### src/rtl/seg_scan_if.sv
`default_nettype none
// ============================================================================
// Module  : seg_scan_if
// Brief   : Load/ack handshake and display drive signals for seg_scan_ctrl.
// Revision: 1.0 - initial release
// ============================================================================
interface seg_scan_if;
  logic [15:0] disp_data;
  logic [3:0]  disp_dp;
  logic [3:0]  disp_en;
  logic        load;
  logic        load_ack;
  logic        frame_start;
  logic [7:0]  duan_ma;
  logic [3:0]  wei_ma;

  modport master (
    output disp_data, disp_dp, disp_en, load,
    input  load_ack, frame_start, duan_ma, wei_ma
  );

  modport slave (
    input  disp_data, disp_dp, disp_en, load,
    output load_ack, frame_start, duan_ma, wei_ma
  );
endinterface
`default_nettype wire

### src/rtl/seg_scan_ctrl.sv
`default_nettype none
// ============================================================================
// Module  : seg_scan_ctrl
// Brief   : 4-digit common-anode 7-segment scanner with blanking gaps and
//           frame-aligned load/ack content updates.
// Revision: 1.0 - initial release
// ============================================================================
module seg_scan_ctrl #(
  parameter int SCAN_DIV  = 50000,
  parameter int BLANK_CYC = 500
) (
  input  logic      clk_50M,
  input  logic      rst,
  seg_scan_if.slave bus
);

  localparam int CNT_MAX = (SCAN_DIV > BLANK_CYC) ? SCAN_DIV : BLANK_CYC;
  localparam int CNT_W   = (CNT_MAX > 1) ? $clog2(CNT_MAX) : 1;
  localparam logic [CNT_W-1:0] SHOW_LAST  = CNT_W'(SCAN_DIV - 1);
  localparam logic [CNT_W-1:0] BLANK_LAST = CNT_W'(BLANK_CYC - 1);
  localparam logic [CNT_W-1:0] CNT_ONE    = CNT_W'(1);

  typedef enum logic [0:0] {BLANK = 1'b0, SHOW = 1'b1} state_t;

  state_t           state_q, state_d;
  logic [1:0]       idx_q, idx_d;
  logic [CNT_W-1:0] cnt_q, cnt_d;
  logic             live_q;
  logic [15:0]      data_q, data_d;
  logic [3:0]       dp_q, dp_d;
  logic [3:0]       en_q, en_d;
  logic             ack_q, ack_d;
  logic             fs_q, fs_d;
  logic [7:0]       duan_q, duan_d;
  logic [3:0]       wei_q, wei_d;
  logic [3:0]       nib;
  logic [6:0]       seg;
  logic             boundary;

  always_comb begin
    state_d  = state_q;
    idx_d    = idx_q;
    cnt_d    = cnt_q + CNT_ONE;
    data_d   = data_q;
    dp_d     = dp_q;
    en_d     = en_q;
    ack_d    = 1'b0;
    nib      = 4'h0;
    seg      = 7'h7F;
    wei_d    = 4'hF;
    duan_d   = 8'hFF;
    boundary = (state_q == SHOW) && (idx_q == 2'd3) && (cnt_q == SHOW_LAST);

    // live_q low means the previous edge was in reset: start digit 0 blank fresh
    if (!live_q) begin
      state_d = BLANK;
      idx_d   = 2'd0;
      cnt_d   = '0;
    end else if (state_q == BLANK) begin
      if (cnt_q == BLANK_LAST) begin
        state_d = SHOW;
        cnt_d   = '0;
      end
    end else if (cnt_q == SHOW_LAST) begin
      state_d = BLANK;
      cnt_d   = '0;
      idx_d   = idx_q + 2'd1;
    end

    if (boundary && bus.load) begin
      data_d = bus.disp_data;
      dp_d   = bus.disp_dp;
      en_d   = bus.disp_en;
      ack_d  = 1'b1;
    end

    fs_d = (state_d == BLANK) && (idx_d == 2'd0) && (cnt_d == '0);

    nib = data_d[{idx_d, 2'b00} +: 4];
    case (nib)
      4'h0: seg = 7'h40;
      4'h1: seg = 7'h79;
      4'h2: seg = 7'h24;
      4'h3: seg = 7'h30;
      4'h4: seg = 7'h19;
      4'h5: seg = 7'h12;
      4'h6: seg = 7'h02;
      4'h7: seg = 7'h78;
      4'h8: seg = 7'h00;
      4'h9: seg = 7'h10;
      4'hA: seg = 7'h08;
      4'hB: seg = 7'h03;
      4'hC: seg = 7'h46;
      4'hD: seg = 7'h21;
      4'hE: seg = 7'h06;
      default: seg = 7'h0E;
    endcase

    // Outputs are decoded from next state so they change on the same edge as it
    if (state_d == SHOW) begin
      duan_d = {~dp_d[idx_d], seg};
      if (en_d[idx_d]) begin
        wei_d = ~(4'b0001 << idx_d);
      end
    end
  end

  always_ff @(posedge clk_50M) begin
    if (rst) begin
      state_q <= BLANK;
      idx_q   <= 2'd0;
      cnt_q   <= '0;
      live_q  <= 1'b0;
      data_q  <= 16'h0000;
      dp_q    <= 4'h0;
      en_q    <= 4'h0;
      ack_q   <= 1'b0;
      fs_q    <= 1'b0;
      duan_q  <= 8'hFF;
      wei_q   <= 4'hF;
    end else begin
      state_q <= state_d;
      idx_q   <= idx_d;
      cnt_q   <= cnt_d;
      live_q  <= 1'b1;
      data_q  <= data_d;
      dp_q    <= dp_d;
      en_q    <= en_d;
      ack_q   <= ack_d;
      fs_q    <= fs_d;
      duan_q  <= duan_d;
      wei_q   <= wei_d;
    end
  end

  assign bus.load_ack    = ack_q;
  assign bus.frame_start = fs_q;
  assign bus.duan_ma     = duan_q;
  assign bus.wei_ma      = wei_q;

endmodule
`default_nettype wire
### src/flat_wrapper.sv
// flat-port wrapper written by rule: the top's interface ports become plain ports
module seg_scan_ctrl_flat 
#(
  parameter int SCAN_DIV  = 50000,
  parameter int BLANK_CYC = 500
)
  (clk_50M, rst, bus_disp_data, bus_disp_dp, bus_disp_en, bus_load, bus_load_ack, bus_frame_start, bus_duan_ma, bus_wei_ma);
  seg_scan_if bus_i ();
  input  logic clk_50M;
  input  logic rst;
  input wire logic [$bits(bus_i.disp_data)-1:0] bus_disp_data;
  input wire logic [$bits(bus_i.disp_dp)-1:0] bus_disp_dp;
  input wire logic [$bits(bus_i.disp_en)-1:0] bus_disp_en;
  input wire logic [$bits(bus_i.load)-1:0] bus_load;
  output wire logic [$bits(bus_i.load_ack)-1:0] bus_load_ack;
  output wire logic [$bits(bus_i.frame_start)-1:0] bus_frame_start;
  output wire logic [$bits(bus_i.duan_ma)-1:0] bus_duan_ma;
  output wire logic [$bits(bus_i.wei_ma)-1:0] bus_wei_ma;
  assign bus_i.disp_data = bus_disp_data;
  assign bus_i.disp_dp = bus_disp_dp;
  assign bus_i.disp_en = bus_disp_en;
  assign bus_i.load = bus_load;
  assign bus_load_ack = bus_i.load_ack;
  assign bus_frame_start = bus_i.frame_start;
  assign bus_duan_ma = bus_i.duan_ma;
  assign bus_wei_ma = bus_i.wei_ma;
  seg_scan_ctrl #(.SCAN_DIV(SCAN_DIV), .BLANK_CYC(BLANK_CYC)) u_core (.clk_50M(clk_50M), .rst(rst), .bus(bus_i));
endmodule
### config.mk
export PLATFORM = sky130hd
export DESIGN_NAME = seg_scan_ctrl_flat
export DESIGN_NICKNAME = d
export VERILOG_FILES = /design/src/rtl/seg_scan_if.sv /design/src/rtl/seg_scan_ctrl.sv /design/src/flat_wrapper.sv
export SDC_FILE = /design/constraint.sdc
export NUM_CORES = 1
export LEC_CHECK = 0
export CAP_MARGIN = 15
export CELL_PAD_IN_SITES_DETAIL_PLACEMENT = 0
export CELL_PAD_IN_SITES_GLOBAL_PLACEMENT = 1
export CORE_UTILIZATION = 37
export DETAILED_ROUTE_END_ITERATION = 6
export MAX_ROUTING_LAYER = met4
export PLACE_DENSITY = 0.76
export REMOVE_ABC_BUFFERS = 1
export SETUP_SLACK_MARGIN = 0.05
export SLEW_MARGIN = 30
export SYNTH_ARGS = -nofsm -noshare
export SYNTH_HDL_FRONTEND = slang
export SYNTH_SLANG_ARGS = --single-unit
### constraint.sdc
create_clock -name clk_50M -period 3.2 [get_ports clk_50M]
set_input_delay 0.48 -clock clk_50M [delete_from_list [all_inputs] [get_ports clk_50M]]
set_output_delay 0.48 -clock clk_50M [all_outputs]
set_load 0.02 [all_outputs]
==> reports/metrics.cfg, run 1 <==
[outcome]
status=finished clean

[worst_hold_path]
hold_start=u_core.dp_q[0]$_SDFF_PP0_
hold_end=u_core.dp_q[0]$_SDFF_PP0_
hp-class=flip-flop to flip-flop
whs_path_depth=2

[cells_and_area]
area.sequential_mm2=0.00116
diodes=0
final_util_pct=51.1
drive_gt1_share_pct=18.3
final_nets=416
multi_input_area_mm2=0.00162
finalNonFillerCells=486
syn2layout_area_growth_pct=31.7
fillers=720

[synthesis]
synth_cell_type_count=56
post_synth_mux_area_share_pct=7.70
synth_area_mm2=0.00286
synth-xor-area-share_pct=5.20
synthCells=322
synth_top_cells_by_count=dfxtp_1 (58), nor2_1 (41), nand2_1 (19)
synth_edf_count=0
synth_area_leaders=dfxtp_1 (41%), nor2_1 (5.4%), mux2i_1 (4.5%)
synth_top_family_by_area=simple AND/OR/NAND/NOR gates
synth-adder-area-share_pct=3.06
ys_warn_count=0
synth-simple-area-share_pct=24.4
yosysTopAreaCellShare_pct=40.6
synthMostInstantiatedCell=dfxtp_1
ys_ff_latch=58
ys_seq_area_share_pct=40.6
synth_ff_type=dfxtp_1
synthArstFlopShare_pct=0
synth-compound-area-share_pct=14.9
syn_avg_cell_area_um2=8.89
synth_largest_area_cell=dfxtp_1

[worst_setup_path]
reg2reg_from=u_core.cnt_q[12]$_SDFF_PP0_
r2r_cells=11
slowest_stage=or4_4
critPathRequiredTime_ns=3.43
cp_max_fo=9
arrival_ns=3.25
cp_num_buf_inv=1
path_cells=or4_4 > nor3_4 > nand3_4 > mux2_2 > a222oi_1 > o21a_1 > inv_1 > ha_1 > nand2b_1 > o22ai_1 > o21ai_1
worstSetupPathDepth=11
max_stage_delay_ns=0.53
worst_r2r_endpoint=u_core.bus.duan_ma[0]$_SDFF_PP1_
path_class=flip-flop to flip-flop
crit_path_start_kind=flip-flop
cp_top_family=simple AND/OR/NAND/NOR gates
rrSetupSlack_ns=0.18
endpoint_kind=flip-flop

[drt]
drtIter0Drc=133
wl_per_cell_um=14.7
ant_nets=0
via_per_inst=5.16
drt-pass1-iter-count=4
vias=2509
drc_errors=0
drt-total-wl_mm=7.16

[cts]
cts_made_buffers=9
htree_levels=3
cts_sinks=58
clk_pin_slew_ns=0.07
clockRootBuffer=clkbuf_8
cts_tree=yes
clk_latency_ns=0.34
clockBufferDepth=2

[sta]
fin_worst_skew_ns=0.00992
slew_viol_final=0
rsz0062_at_grt=yes
setup_viol=0
fin_crit_sh_pct=94.3
finalHoldViolations=0
setup_slack_ns=0.184
min_period_ns=3.02
fin_tns_setup_ns=0
worst-slew-pin-transition_ns=0.624
fmax_mhz=332
slew_headroom_pct=58.4

[power]
power.leakage_nw=1.37
power.share.sequential_pct=47.1
p_comb_share_pct=3.8
switchingPower_uw=346
vdd_drop_max_mv=0.193
internal-power_mw=1.20
power_density_mw_per_mm2=409
clockPowerShare_pct=49.1
power_mw=1.54
p_sw_share_pct=22.4

[placed_design]
place_congestion=0.830
port_buffers=40
dp_hpwl_mm=5.27
dp_slack_ns=0.0485
placed_cells=468

[global_routing]
grt_use_total_pct=19.1
grt_pass1_vias=2458
overflow=0
antenna_found_initial=0
grt_max_degree=19
grt_pass1_wl_mm=11.9

[die]
fp.dieH_um=89.9
top_level_ports=41
start_util_pct=38.8
coreArea_mm2=0.00737
rows=31
dieArea_mm2=0.00809
die_w_um=89.9

[flow_run]
max_cap_violations=0

per-stage QoR:
stage                     instance area [µm²]  hold slack [ns]
final                                    3770            0.493
after global routing                     3770            0.541
after CTS                                3710            0.498
after detailed placement                 3490            0.481
after global placement                   3490            0.474
after floorplan                          2780            0.448
layout by cell type, fill, tap and decap left out, types with 4 or more instances in the layout:
cell type and n:
inv_1 8, a22oi_1 7, nand4_1 13, mux2_2 8, o21ai_1 5, nand3_1 13, dfxtp_1 58, mux2i_1 13
o21ai_0 4, nand2_1 17, nand2b_1 5, and2_1 11, o221ai_1 4, ha_1 5, nor2_1 41, a21oi_1 12
xnor2_1 10, nor3_1 7, xor2_1 7, clkbuf_8 9, buf_4 28, clkdlybuf4s50_1 40, and3_1 4
worst register-to-register path: stages (launching register included):
cell and delay (ns):
dfxtp_1 0.35, or4_4 0.53, nor3_4 0.22, nand3_4 0.19, mux2_2 0.32, a222oi_1 0.33
o21a_1 0.22, inv_1 0.11, ha_1 0.27, nand2b_1 0.16, o22ai_1 0.12, o21ai_1 0.08
repair_timing:
| item | in CTS | in global routing |
|---|---|---|
| buffers inserted | 0 | 2 |
| resized for setup | 0 | 15 |
| setup endpoints to repair | 0 | 7 |
| hold buffers | 0 | 0 |
cells by family (layout without fill, tap and decap cells):
logic type / count (synthesis) / after routing
AOI/OAI and AO/OA: 57 / 57
xor gates and xnor gates: 17 / 17
adders and majority gates: 7 / 7
buffers and inverters: 28 / 93
DFF: 58 / 58
muxes: 21 / 21
and+or+nand+nor: 134 / 134
power by group through the flow:
stage / Sequential [mW] / Combinational (mW) / Clock (mW)
final: 0.727 / 0.0587 / 0.757
after global routing: 0.727 / 0.0634 / 0.809
after CTS: 0.727 / 0.0597 / 0.766
after detailed placement: 0.743 / 0.0589 / 0
after global placement: 0.743 / 0.0597 / 0
after floorplan: 0.744 / 0.0117 / 0
worst max path at each step:
stage,from,to,slack [ns]
2_1_floorplan,u_core.cnt_q[10]$_SDFF_PP0_,u_core.bus.duan_ma[3]$_SDFF_PP1_,0.09
3_3_place_gp,u_core.cnt_q[10]$_SDFF_PP0_,u_core.bus.duan_ma[1]$_SDFF_PP1_,0.1
6_report,u_core.cnt_q[12]$_SDFF_PP0_,u_core.bus.duan_ma[0]$_SDFF_PP1_,0.18
3_5_place_dp,bus_load,u_core.bus.duan_ma[0]$_SDFF_PP1_,0.05
5_1_grt,u_core.cnt_q[10]$_SDFF_PP0_,u_core.bus.duan_ma[0]$_SDFF_PP1_,0.03
4_1_cts,u_core.cnt_q[12]$_SDFF_PP0_,u_core.bus.duan_ma[5]$_SDFF_PP1_,0.09
metal layers:
layer  GRT usage (%)  share of wire, %  vias up
met5               -                 0        -
li1                -                 -     1276
met2            30.6                48       65
met1            23.0                46     1156
met3            3.81               4.2       12
met4            9.54               2.0        0
state kept, by name (all words and copies together), names as in the netlist:
signal	flops
u_core.bus.load_ack	1
u_core.cnt_q	16
u_core.bus.duan_ma	8
u_core.data_q	16
u_core.bus.wei_ma	4
u_core.en_q	4
u_core.bus.frame_start	1
u_core.dp_q	4
u_core.live_q	1
u_core.idx_q	2
u_core.state_q	1
layout make-up:
| cell class | count | share of cell area (%) |
|---|---|---|
| multi-input cells | 236 | 43.0 |
| flip-flops and latches | 58 | 30.8 |
| repair buffers | 68 | 16.2 |
| clock buffers | 9 | 3.29 |
| well taps | 99 | 3.29 |
| clock inverters | 7 | 2.49 |
| inverters | 9 | 0.896 |
No activity file was read; power rests on OpenSTA's default activity.
==> run 2: changes to the inputs <==
Settings changed: CAP_MARGIN 15 to default, CORE_MARGIN from default to 1, CORE_UTILIZATION 37 to 44, PLACE_DENSITY 0.76 to 0.85.
Clock period 3.2 ns to 3.5 ns, I/O delays scaled along.
==> reports/metrics.cfg, run 2 (synthesis gave the netlist of run 1 again) <==
[sta]
slew_headroom_pct=54.2  ; -4.2 points
fmax_mhz=313  ; -5.7%
min_period_ns=3.20  ; +0.183 ns
worst-slew-pin-transition_ns=0.687  ; +0.0636 ns
rsz0062_at_grt=no
fin_tns_setup_ns=0  ; unchanged
slew_viol_final=0  ; unchanged
setup_viol=0  ; unchanged
fin_worst_skew_ns=0.0114  ; +0.00151 ns
fin_crit_sh_pct=91.4  ; -2.8 points
finalHoldViolations=0  ; unchanged

[die]
top_level_ports=41  ; unchanged
coreArea_mm2=0.00631  ; -14%
start_util_pct=45.3  ; +6.5 points
die_w_um=82.6  ; -8.1%
rows=29  ; -6.5%
dieArea_mm2=0.00683  ; -16%
fp.dieH_um=82.6  ; -8.1%

[cells_and_area]
area.sequential_mm2=0.00116  ; unchanged
final_common_cell=dfxtp_1
finalNonFillerCells=452  ; -7.0%
syn2layout_area_growth_pct=27.5
drive_gt1_share_pct=14.1  ; -4.2 points
multi_input_area_mm2=0.00160  ; -1.6%
final_cell_mix=dfxtp_1 (58), nor2_1 (41), clkdlybuf4s50_1 (40), nand2_1 (18), buf_4 (16)
fillers=595  ; -17%
final_nets=404  ; -2.9%
diodes=0  ; unchanged

[flow_run]
max_cap_violations=0  ; unchanged

[global_routing]
grt_max_degree=19  ; unchanged
grt-busiest-layer=met2
grt_use_met2_pct=37.1  ; +6.6 points
grtUsageMet1_pct=26.4  ; +3.4 points
grt_pass1_vias=2378  ; -3.3%
grt_pass1_wl_mm=11.1  ; -6.6%
antenna_found_initial=0  ; unchanged
overflow=0  ; unchanged
grt_util_met3_pct=4.51  ; +0.70 points
grt_use_total_pct=22.7  ; +3.6 points

[placed_design]
placed_cells=435  ; -7.1%
dp_hpwl_mm=5.16  ; -2.1%
place_congestion=0.930  ; +12%
port_buffers=40  ; unchanged

[worst_setup_path]
cp_top_family=simple AND/OR/NAND/NOR gates
critPathRequiredTime_ns=3.74  ; +0.31 ns
max_stage_delay_ns=0.59  ; +0.06 ns
slowest_stage=or4_4
crit_path_start_kind=flip-flop
endpoint_kind=flip-flop
arrival_ns=3.44  ; +0.19 ns
cp_num_buf_inv=1  ; unchanged
path_cells=or4_4 > nor3_4 > nand3_2 > mux2_2 > a222oi_1 > o21a_1 > inv_1 > ha_1 > nand2b_1 > o22ai_1 > o21ai_1
worst_r2r_endpoint=u_core.bus.duan_ma[0]$_SDFF_PP1_
cp_max_fo=10  ; +1
r2r_cells=11  ; unchanged
path_class=flip-flop to flip-flop
rrSetupSlack_ns=0.30  ; +0.12 ns
reg2reg_from=u_core.cnt_q[10]$_SDFF_PP0_

[power]
power.leakage_nw=1.34  ; -2.6%
vdd_drop_max_mv=0.270  ; +40%
power_density_mw_per_mm2=404  ; -1.3%

[drt]
drtIter0Drc=90  ; -32%
wl_per_cell_um=15.4  ; +4.8%
drt-total-wl_mm=6.98  ; -2.5%
drc_errors=0  ; unchanged
drt-pass1-iter-count=4  ; unchanged
ant_nets=0  ; unchanged
vias=2517  ; +0.32%
via_per_inst=5.57  ; +7.9%

[cts]
holdBufCountCts=0  ; unchanged
clockBufferDepth=2  ; unchanged
clk_latency_ns=0.34  ; about the same
clk_pin_slew_ns=0.08  ; about the same
cts_made_buffers=9  ; unchanged
cts_tree=yes
htree_levels=3  ; unchanged
clockRootBuffer=clkbuf_8
cts_sinks=58  ; unchanged

[worst_hold_path]
whs_path_depth=2  ; unchanged
hold_end=u_core.dp_q[1]$_SDFF_PP0_
hold_start=u_core.dp_q[1]$_SDFF_PP0_
hp-class=flip-flop to flip-flop

[outcome]
status=finished clean

-- run 2: cell count changes in the layout (fill, tap and decap cells not counted), moves of 2 or more --
cell	change
buf_4	-12
ha_1	+2
ha_2	-2
o21ai_0	+2
-- run 2: worst max path at each step --
stage | from | end | slack [ns] | cells past startpoint
floorplan | u_core.cnt_q[10]$_SDFF_PP0_ | u_core.bus.duan_ma[3]$_SDFF_PP1_ | 0.39 | 8
detailed placement | u_core.cnt_q[10]$_SDFF_PP0_ | u_core.bus.duan_ma[0]$_SDFF_PP1_ | 0.14 | 11
finish | u_core.cnt_q[10]$_SDFF_PP0_ | u_core.bus.duan_ma[0]$_SDFF_PP1_ | 0.30 | 11
global placement | u_core.cnt_q[10]$_SDFF_PP0_ | u_core.bus.duan_ma[5]$_SDFF_PP1_ | 0.18 | 10
CTS | u_core.cnt_q[10]$_SDFF_PP0_ | u_core.bus.duan_ma[0]$_SDFF_PP1_ | 0.12 | 11
global route | u_core.cnt_q[10]$_SDFF_PP0_ | u_core.bus.duan_ma[5]$_SDFF_PP1_ | 0.06 | 10
-- run 2: area by class of cell --
class | instances | share of cell area [%]
repair buffers | 56 | 14.3
clock inverters | 7 | 3.19
inverters | 9 | 0.926
flip-flops and latches | 58 | 31.8
well taps | 77 | 2.64
multi-input cells | 236 | 43.7
clock buffers | 9 | 3.40
-- run 2: metal layers --
layer  up-vias  routed length, µm
met3        10                261
met2        59               3370
met5         -                  0
met4         0                126
met1      1188               3220
li1       1260                  -
-- run 2: per-stage QoR --
stage | total power [mW] | hold slack [ns] | util, % | worst slack [ns] | area, µm²
4_1_cts | 1.49 | 0.501 | 57.4 | 0.117 | 3620
3_3_place_gp | 0.734 | 0.475 | 53.6 | 0.177 | 3380
5_1_grt | 1.52 | 0.519 | 57.8 | 0.0594 | 3650
3_5_place_dp | 0.734 | 0.483 | 53.6 | 0.144 | 3380
6_report | 1.47 | 0.506 | 57.8 | 0.301 | 3650
2_1_floorplan | 0.691 | 0.448 | - | 0.390 | 2780
-- run 2: what timing repair did --
item | CTS | global route
endpoints found under the setup margin | 0 | 6
setup buffers | 0 | 1
resized for setup | 0 | 5
-- run 2: worst min-delay path: stages (launching register included) --
cell,delay [ns]
dfxtp_1,0.31
mux2i_1,0.08
nor2_1,0.09
-- run 2: where the power goes --
group	total (mW)	switching, mW	internal, mW
Sequential	0.665	0.00237	0.662
Clock	0.755	0.283	0.473
Combinational	0.0539	0.0213	0.0325
Total	1.47	0.306	1.17
